### src/rtl/tail_light_ctrl.sv
// tail_light_ctrl: paced, prioritised six-lamp tail-light sequencer with brake overlay
module tail_light_ctrl #(
    parameter int TICK_DIV = 4
) (
    input  logic       clk,
    input  logic       reset,
    input  logic       left,
    input  logic       right,
    input  logic       hazard,
    input  logic       brake,
    output logic [5:0] y,
    output logic       active
);
    localparam int CW = $clog2(TICK_DIV);

    typedef enum logic [3:0] {IDLE, L1, L2, L3, R1, R2, R3, HON, HOFF} state_t;

    state_t        state_q, state_d;
    logic [CW-1:0] cnt_q, cnt_d;
    logic [5:0]    y_q, y_d;
    logic          active_q, active_d;
    logic          haz, lreq, rreq, tick;
    state_t        pick;

    // next state, step prescaler and lamp pattern from the next state plus brake
    always_comb begin
        haz      = hazard | (left & right);
        lreq     = left & ~right & ~hazard;
        rreq     = right & ~left & ~hazard;
        tick     = cnt_q == CW'(TICK_DIV - 1);
        pick     = haz ? HON : lreq ? L1 : rreq ? R1 : IDLE;
        state_d  = state_q;
        unique case (state_q)
            IDLE:    state_d = pick;
            L1:      state_d = haz ? HON : tick ? L2 : L1;
            L2:      state_d = haz ? HON : tick ? L3 : L2;
            L3:      state_d = haz ? HON : tick ? pick : L3;
            R1:      state_d = haz ? HON : tick ? R2 : R1;
            R2:      state_d = haz ? HON : tick ? R3 : R2;
            R3:      state_d = haz ? HON : tick ? pick : R3;
            HON:     state_d = tick ? HOFF : HON;
            HOFF:    state_d = tick ? pick : HOFF;
            default: state_d = IDLE;
        endcase
        cnt_d    = (state_q == IDLE || state_d != state_q) ? '0 : cnt_q + 1'b1;
        y_d      = 6'b000000;
        unique case (state_d)
            L1:      y_d = 6'b001000;
            L2:      y_d = 6'b011000;
            L3:      y_d = 6'b111000;
            R1:      y_d = 6'b000100;
            R2:      y_d = 6'b000110;
            R3:      y_d = 6'b000111;
            HON:     y_d = 6'b111111;
            default: y_d = 6'b000000;
        endcase
        if (brake) begin
            if (state_d == IDLE) y_d = 6'b111111;
            else if (state_d inside {L1, L2, L3}) y_d[2:0] = 3'b111;
            else if (state_d inside {R1, R2, R3}) y_d[5:3] = 3'b111;
        end
        active_d = state_d != IDLE;
    end

    // state, prescaler and registered outputs
    always_ff @(posedge clk) begin
        if (reset) begin
            state_q  <= IDLE;
            cnt_q    <= '0;
            y_q      <= '0;
            active_q <= 1'b0;
        end else begin
            state_q  <= state_d;
            cnt_q    <= cnt_d;
            y_q      <= y_d;
            active_q <= active_d;
        end
    end

    assign y      = y_q;
    assign active = active_q;
endmodule

### config.mk
export PLATFORM = sky130hd
export DESIGN_NAME = tail_light_ctrl
export DESIGN_NICKNAME = d
export VERILOG_FILES = /design/src/rtl/tail_light_ctrl.sv
export SDC_FILE = /design/constraint.sdc
export NUM_CORES = 1
export LEC_CHECK = 0
export CAP_MARGIN = 20
export CORE_MARGIN = 1.5
export CORE_UTILIZATION = 45
export DETAILED_ROUTE_END_ITERATION = 8
export DONT_BUFFER_PORTS = 1
export GPL_ROUTABILITY_DRIVEN = 0
export SETUP_SLACK_MARGIN = 0.15
export SLEW_MARGIN = 20
export SYNTH_ARGS = -nofsm -noshare
export SYNTH_HDL_FRONTEND = slang
export SYNTH_SLANG_ARGS = --single-unit
### constraint.sdc
create_clock -name clk -period 5.05 [get_ports clk]
set_input_delay 1.01 -clock clk [delete_from_list [all_inputs] [get_ports clk]]
set_output_delay 1.01 -clock clk [all_outputs]
set_load 0.01 [all_outputs]
==> run metrics, run 1 <==
outcome=finished clean; Tightest Pin Transition=between 500 and 600 ps; Logic pwr share=a little over a quarter; main flop type after synthesis=dfxtp_1; Remaining Overflow, GRT=0; DR vias=roughly 850; height of the die=48.0 um; Core Box Area=0.00194 mm^2; clock network power share=a little under a quarter; nets=~120; Fillers=208; CTS Buf Count=3; Final period util=roughly 43%; register bit total from synthesis=13; H-tree levels=1; Final Setup Violations=0; Power Density=between 200 and 300 mW/mm^2; CTS max path bufs=2; worst skew pair latency=around 270 ps; RSZ-0062 raised after global routing=false; Hold Buf Count CTS=0; root buffer cell=clkbuf_4; Max-cap violations=0; Crit path largest cell delay=about 480 ps; Starting Density=about 47%; Worst Path Max Fanout=16; crit path time final=approximately 2200 ps; antenna-violating nets left=0; CP Cell Sequence=ha_1 -> or3b_1 -> o211ai_2 -> a32oi_2 -> and2_4 -> a221oi_2; cell area after synthesis=about 900 um^2; initial antenna violation count=0; P_leak=0.000337 uW; Setup TNS=0 ps; drt first pass iters=4; mean routed wirelength per cell=between 10 and 15 um; Switch Pwr=approximately 90 uW; Post-CTS Setup Inserts=0; Vias/cell=roughly 6.3; Mean Syn Cell Area=between 8 and 9 um^2; vias in the first global route=698; total placed cells including tap cells=~130; final cell count without fillers=roughly 140; endpoints failing hold=0; slowest stage cell, crit path=ha_1; chip width=between 40 and 50 um; slew margin rel.=around 64%; register area=260 um^2; full die area=roughly 0.0023 mm^2; Max Freq=roughly 460 MHz; critical path launch point type=flop; max-slew violation count=0; switching share of total power=around a third; CP Data Arrival Time=between 2000 and 2500 ps; Seq pwr share=49.5%; DP HPWL=1.44 mm; row cnt=16; HP Class=reg2reg; PortBufs=0; clk slew on worst S/H paths=about 70 ps; asr flop ratio synth=0%; n_diodes=0; CP Capture Type=flop; Power Internal=174 uW; first-pass GRT wire length=3.06 mm; Cell variety after synth=47; Post-synth EDFFs=0; Ys Warns=0; maximum vdd drop=188 uV; WL final=approximately 1.9 mm; PostCTS Resize Cnt=0; CP required=approximately 5200 ps; footprint of the multi-input gates=~590 um^2; I/O pin count=13; Setup Skew=roughly 3.8 ps; Iter 0 DRT Violations=20; CTS tree=yes; critical path type=reg2reg; total track usage=about a fifth; Area Overhead vs Synth=2.06%; clock sinks=13; # DRC=0; layout cells sized above 1=around 14%; Post-Syn Nets=approximately 120; largest net degree at the start of global routing=19; sequential area share after synthesis=between 20% and 30%; Syn Inst Count=about 110
-- sequential cells by signal (all words and copies together), names as in the netlist --
signal	cells
active	1
y	6
cnt_q	2
state_q	4
-- metrics by stage --
step           cell area (um^2)  hold WS [ps]  utilization [%]  power [uW]  worst slack, ps
6_report                    931           425             47.9         266             2860
5_1_grt                     931           443             47.9         285             2710
4_1_cts                     931           432             47.9         270             2840
3_5_place_dp                905           421             46.6         206             2620
3_3_place_gp                905           414             46.6         205             2680
2_1_floorplan               912           400                -         195             2870
-- cell usage in the layout (no fill, tap or decap), types with 2 or more instances in the layout --
cell      netlist  routed
a21o_1          3       3
nand2b_1        3       3
dfxtp_1        13      13
a31oi_1         3       3
nand3_1         3       3
nand2_1         7       7
nor2b_1         2       2
nor3_1          2       2
clkbuf_4        0       3
o21bai_1        2       2
or2_2           3       3
nor2_1         13      13
o21ai_0         5       5
a211oi_1        5       5
or3b_1          2       2
a221oi_2        2       2
a21oi_1         6       6
inv_1           5       5
-- Yosys cell counts, types with 2 or more instances --
cell type   n  area (um^2)
nand2_1     7         26.3
nor3_1      2         10.0
o21ai_0     5         25.0
o21bai_1    2         15.0
dfxtp_1    13          260
nand2b_1    3         18.8
nor2_1     13         48.8
clkbuf_1    2         7.51
a21oi_1     6         30.0
or2_2       3         18.8
inv_1       5         18.8
a211oi_1    5         37.5
a221oi_2    2         30.0
a31oi_1     3         18.8
nor2b_1     2         12.5
or3b_1      2         17.5
nand3_1     3         15.0
buf_2       3         15.0
a21o_1      3         22.5
-- worst paths after layout --
kind	to	startpoint	depth (start not counted)	slack (ps)
setup reg to reg	y[4]	cnt_q[0]	6	2860
hold / removal	cnt_q[0]	cnt_q[0]	1	430
setup / recovery	y[4]	cnt_q[0]	6	2860
hold reg to reg	cnt_q[0]	cnt_q[0]	1	430
-- worst max-delay path, delay by kind of cell (launching register included) --
family,cells,cell delay [ps]
flip-flops,1,340
AND/OR/NAND/NOR,2,690
AO/OA/AOI/OAI,3,610
adder cells (fa/ha/maj),1,480
-- routing by layer --
layer / vias to the layer above / wire (um) / track usage [%]
li1: 422 / - / -
met1: 405 / 861 / 26.3
met2: 20 / 969 / 29.6
met3: 5 / 82 / 3.77
met4: 0 / 36 / 8.11
met5: - / 0 / 0
-- power groups by stage --
stage / Clock [uW] / Combinational, uW / Sequential (uW)
final: 62.3 / 72.4 / 132
after detailed placement: 0 / 72.2 / 134
after CTS: 65.9 / 72.5 / 132
after floorplan: 0 / 70.1 / 124
after global routing: 68.7 / 81.8 / 134
after global placement: 0 / 71.1 / 134
-- cell families (layout without fill, tap and decap cells) --
group / after synthesis / after routing / share of synthesized area, %
flops: 13 / 13 / 28.5
buf+inv: 12 / 9 / 6.58
compound gates: 42 / 42 / 36.8
fa+ha+maj: 1 / 1 / 1.37
simple gates: 44 / 44 / 26.8
-- area by class of cell --
| type | instances | area share [%] |
|---|---|---|
| Inverter | 5 | 2.02 |
| Clock buffer | 4 | 2.82 |
| Tap cell | 27 | 3.63 |
| Multi-Input combinational cell | 87 | 63.6 |
| Sequential cell | 13 | 28.0 |
Power figures use the tool's default switching activity.
==> run 2, diff against run 1 <==
Clock period 5.05 ns to 2.3 ns, I/O delays scaled along.
==> run 2 against run 1 <==
Compared with the run above:
- clock power is 110% higher
- worst hold slack worse by 170 ps
- critical path depth shrank 1
- combinational power grew to 2.7 times the previous value
- global-route usage increased by 0.63 points
==> run metrics, run 2 (synthesis gave the netlist of run 1 again) <==
PortBufs=0; largest net degree at the start of global routing=18; Reg-to-Reg End=cnt_q[0]; reg2reg start=state_q[1]; DP HPWL=~1.5 mm; CP required=2480 ps; Power Density=about 610 mW/mm^2; P_leak=0.000360 uW; DR vias=approximately 860; max-slew violation count=0; CTS tree=yes; worst hold path cell count=1; initial antenna violation count=0; height of the die=48.0 um; Reg2Reg Depth=5; crit path time final=1990 ps; register area=around 260 um^2; vias in the first global route=between 700 and 800; Max-cap violations=0; HP Class=in2reg; critical path type=reg2reg; worst skew pair latency=between 200 and 300 ps; H-tree levels=1; maximum vdd drop=about 450 uV; total track usage=19.9%; Core Box Area=between 0.0015 and 0.002 mm^2; I/O pin count=13; Hold Buf Count CTS=0; commonest non-fill, non-tap cells in the layout=13 x nor2_1, 13 x dfxtp_1, 7 x nand2_1, 6 x a21oi_1; Vias/cell=between 6 and 7; Setup TNS=0 ps; hold path endpoint=state_q[0]; RSZ-0062 raised after global routing=false; Area Overhead vs Synth=7.68%; Tightest Pin Transition=a little under 600 ps; final core occ=about half; root buffer cell=clkbuf_4; Final Setup Violations=0; Setup Skew=4.10 ps; WL final=1.99 mm; CP Data Arrival Time=2170 ps; Iter 0 DRT Violations=24; clk slew on worst S/H paths=70 ps; clock sinks=13; first-pass GRT wire length=between 3 and 4 mm; register-to-register setup slack=between 300 and 400 ps; Max Freq=about 500 MHz; endpoints failing hold=0; footprint of the multi-input gates=slightly above 600 um^2; nets=122; critical path launch point type=flop; Final period util=86.6%; CTS max path bufs=2; Seq pwr share=between 40% and 50%; row cnt=16; Power Internal=393 uW; Remaining Overflow, GRT=0; CTS Buf Count=3; # DRC=0; drt first pass iters=4; chip width=slightly below 50 um; clock network power share=between 20 and 25%; switching share of total power=about a third; slew margin rel.=around 61%; max reg flops=6; outcome=finished clean; mean routed wirelength per cell=around 14 um; Worst Path Max Fanout=9; hold_sp=reset; Starting Density=between 40 and 50%; Switch Pwr=205 uW; Logic pwr share=between 30 and 40%; Fillers=between 200 and 250; full die area=~0.0023 mm^2; n_diodes=0; antenna-violating nets left=0; CP Capture Type=flop; layout cells sized above 1=20.2%
==> run 2: cell type report <==
class | instances | area share, %
Timing Repair Buffer | 5 | 3.82
Tap cell | 27 | 3.44
Sequential cell | 13 | 26.5
Multi-Input combinational cell | 87 | 61.7
Inverter | 5 | 1.91
Clock buffer | 4 | 2.68
==> run 2: power groups by stage <==
stage,Sequential (uW),Combinational (uW),Clock (uW)
finish,272,194,132
global route,276,211,145
CTS,273,187,138
detailed placement,278,187,0
global placement,278,187,0
floorplan,273,154,0
==> run 2: worst max path at each step <==
stage / start / slack, ps / endpoint / depth (start not counted)
floorplan: cnt_q[0] / 600 / y[4] / 6
global placement: cnt_q[0] / 320 / y[4] / 6
detailed placement: cnt_q[0] / 280 / y[4] / 6
CTS: cnt_q[0] / 260 / y[4] / 6
global route: state_q[1] / 170 / cnt_q[0] / 5
finish: state_q[1] / 310 / cnt_q[0] / 5
==> run 2: through the flow <==
stage | std cells | total power, uW | instance area (um^2) | setup WS (ps) | hold WS (ps)
after floorplan | 112 | 427 | 912 | 597 | 400
after global placement | 137 | 465 | 942 | 318 | 410
after detailed placement | 137 | 465 | 942 | 280 | 433
final | 141 | 598 | 982 | 309 | 256
after CTS | 141 | 598 | 968 | 263 | 246
after global routing | 141 | 632 | 982 | 169 | 244
==> run 2: what timing repair did <==
action,4_1_cts,5_1_grt
gates resized for setup,0,3
buffers inserted,0,0
endpoints found under the setup margin,0,5
==> run 2: critical path, cell delays in order, from the launching register on <==
cell	delay (ps)
dfxtp_1	490
nor3_1	120
or3b_1	380
a31oi_1	470
o21ai_0	220
a211oi_1	230
==> run 2: metal layers <==
layer  GRT usage (%)  wire (um)
met5               0          0
met1            27.9        942
met2            31.2        985
met3            1.51         52
met4            8.65         13
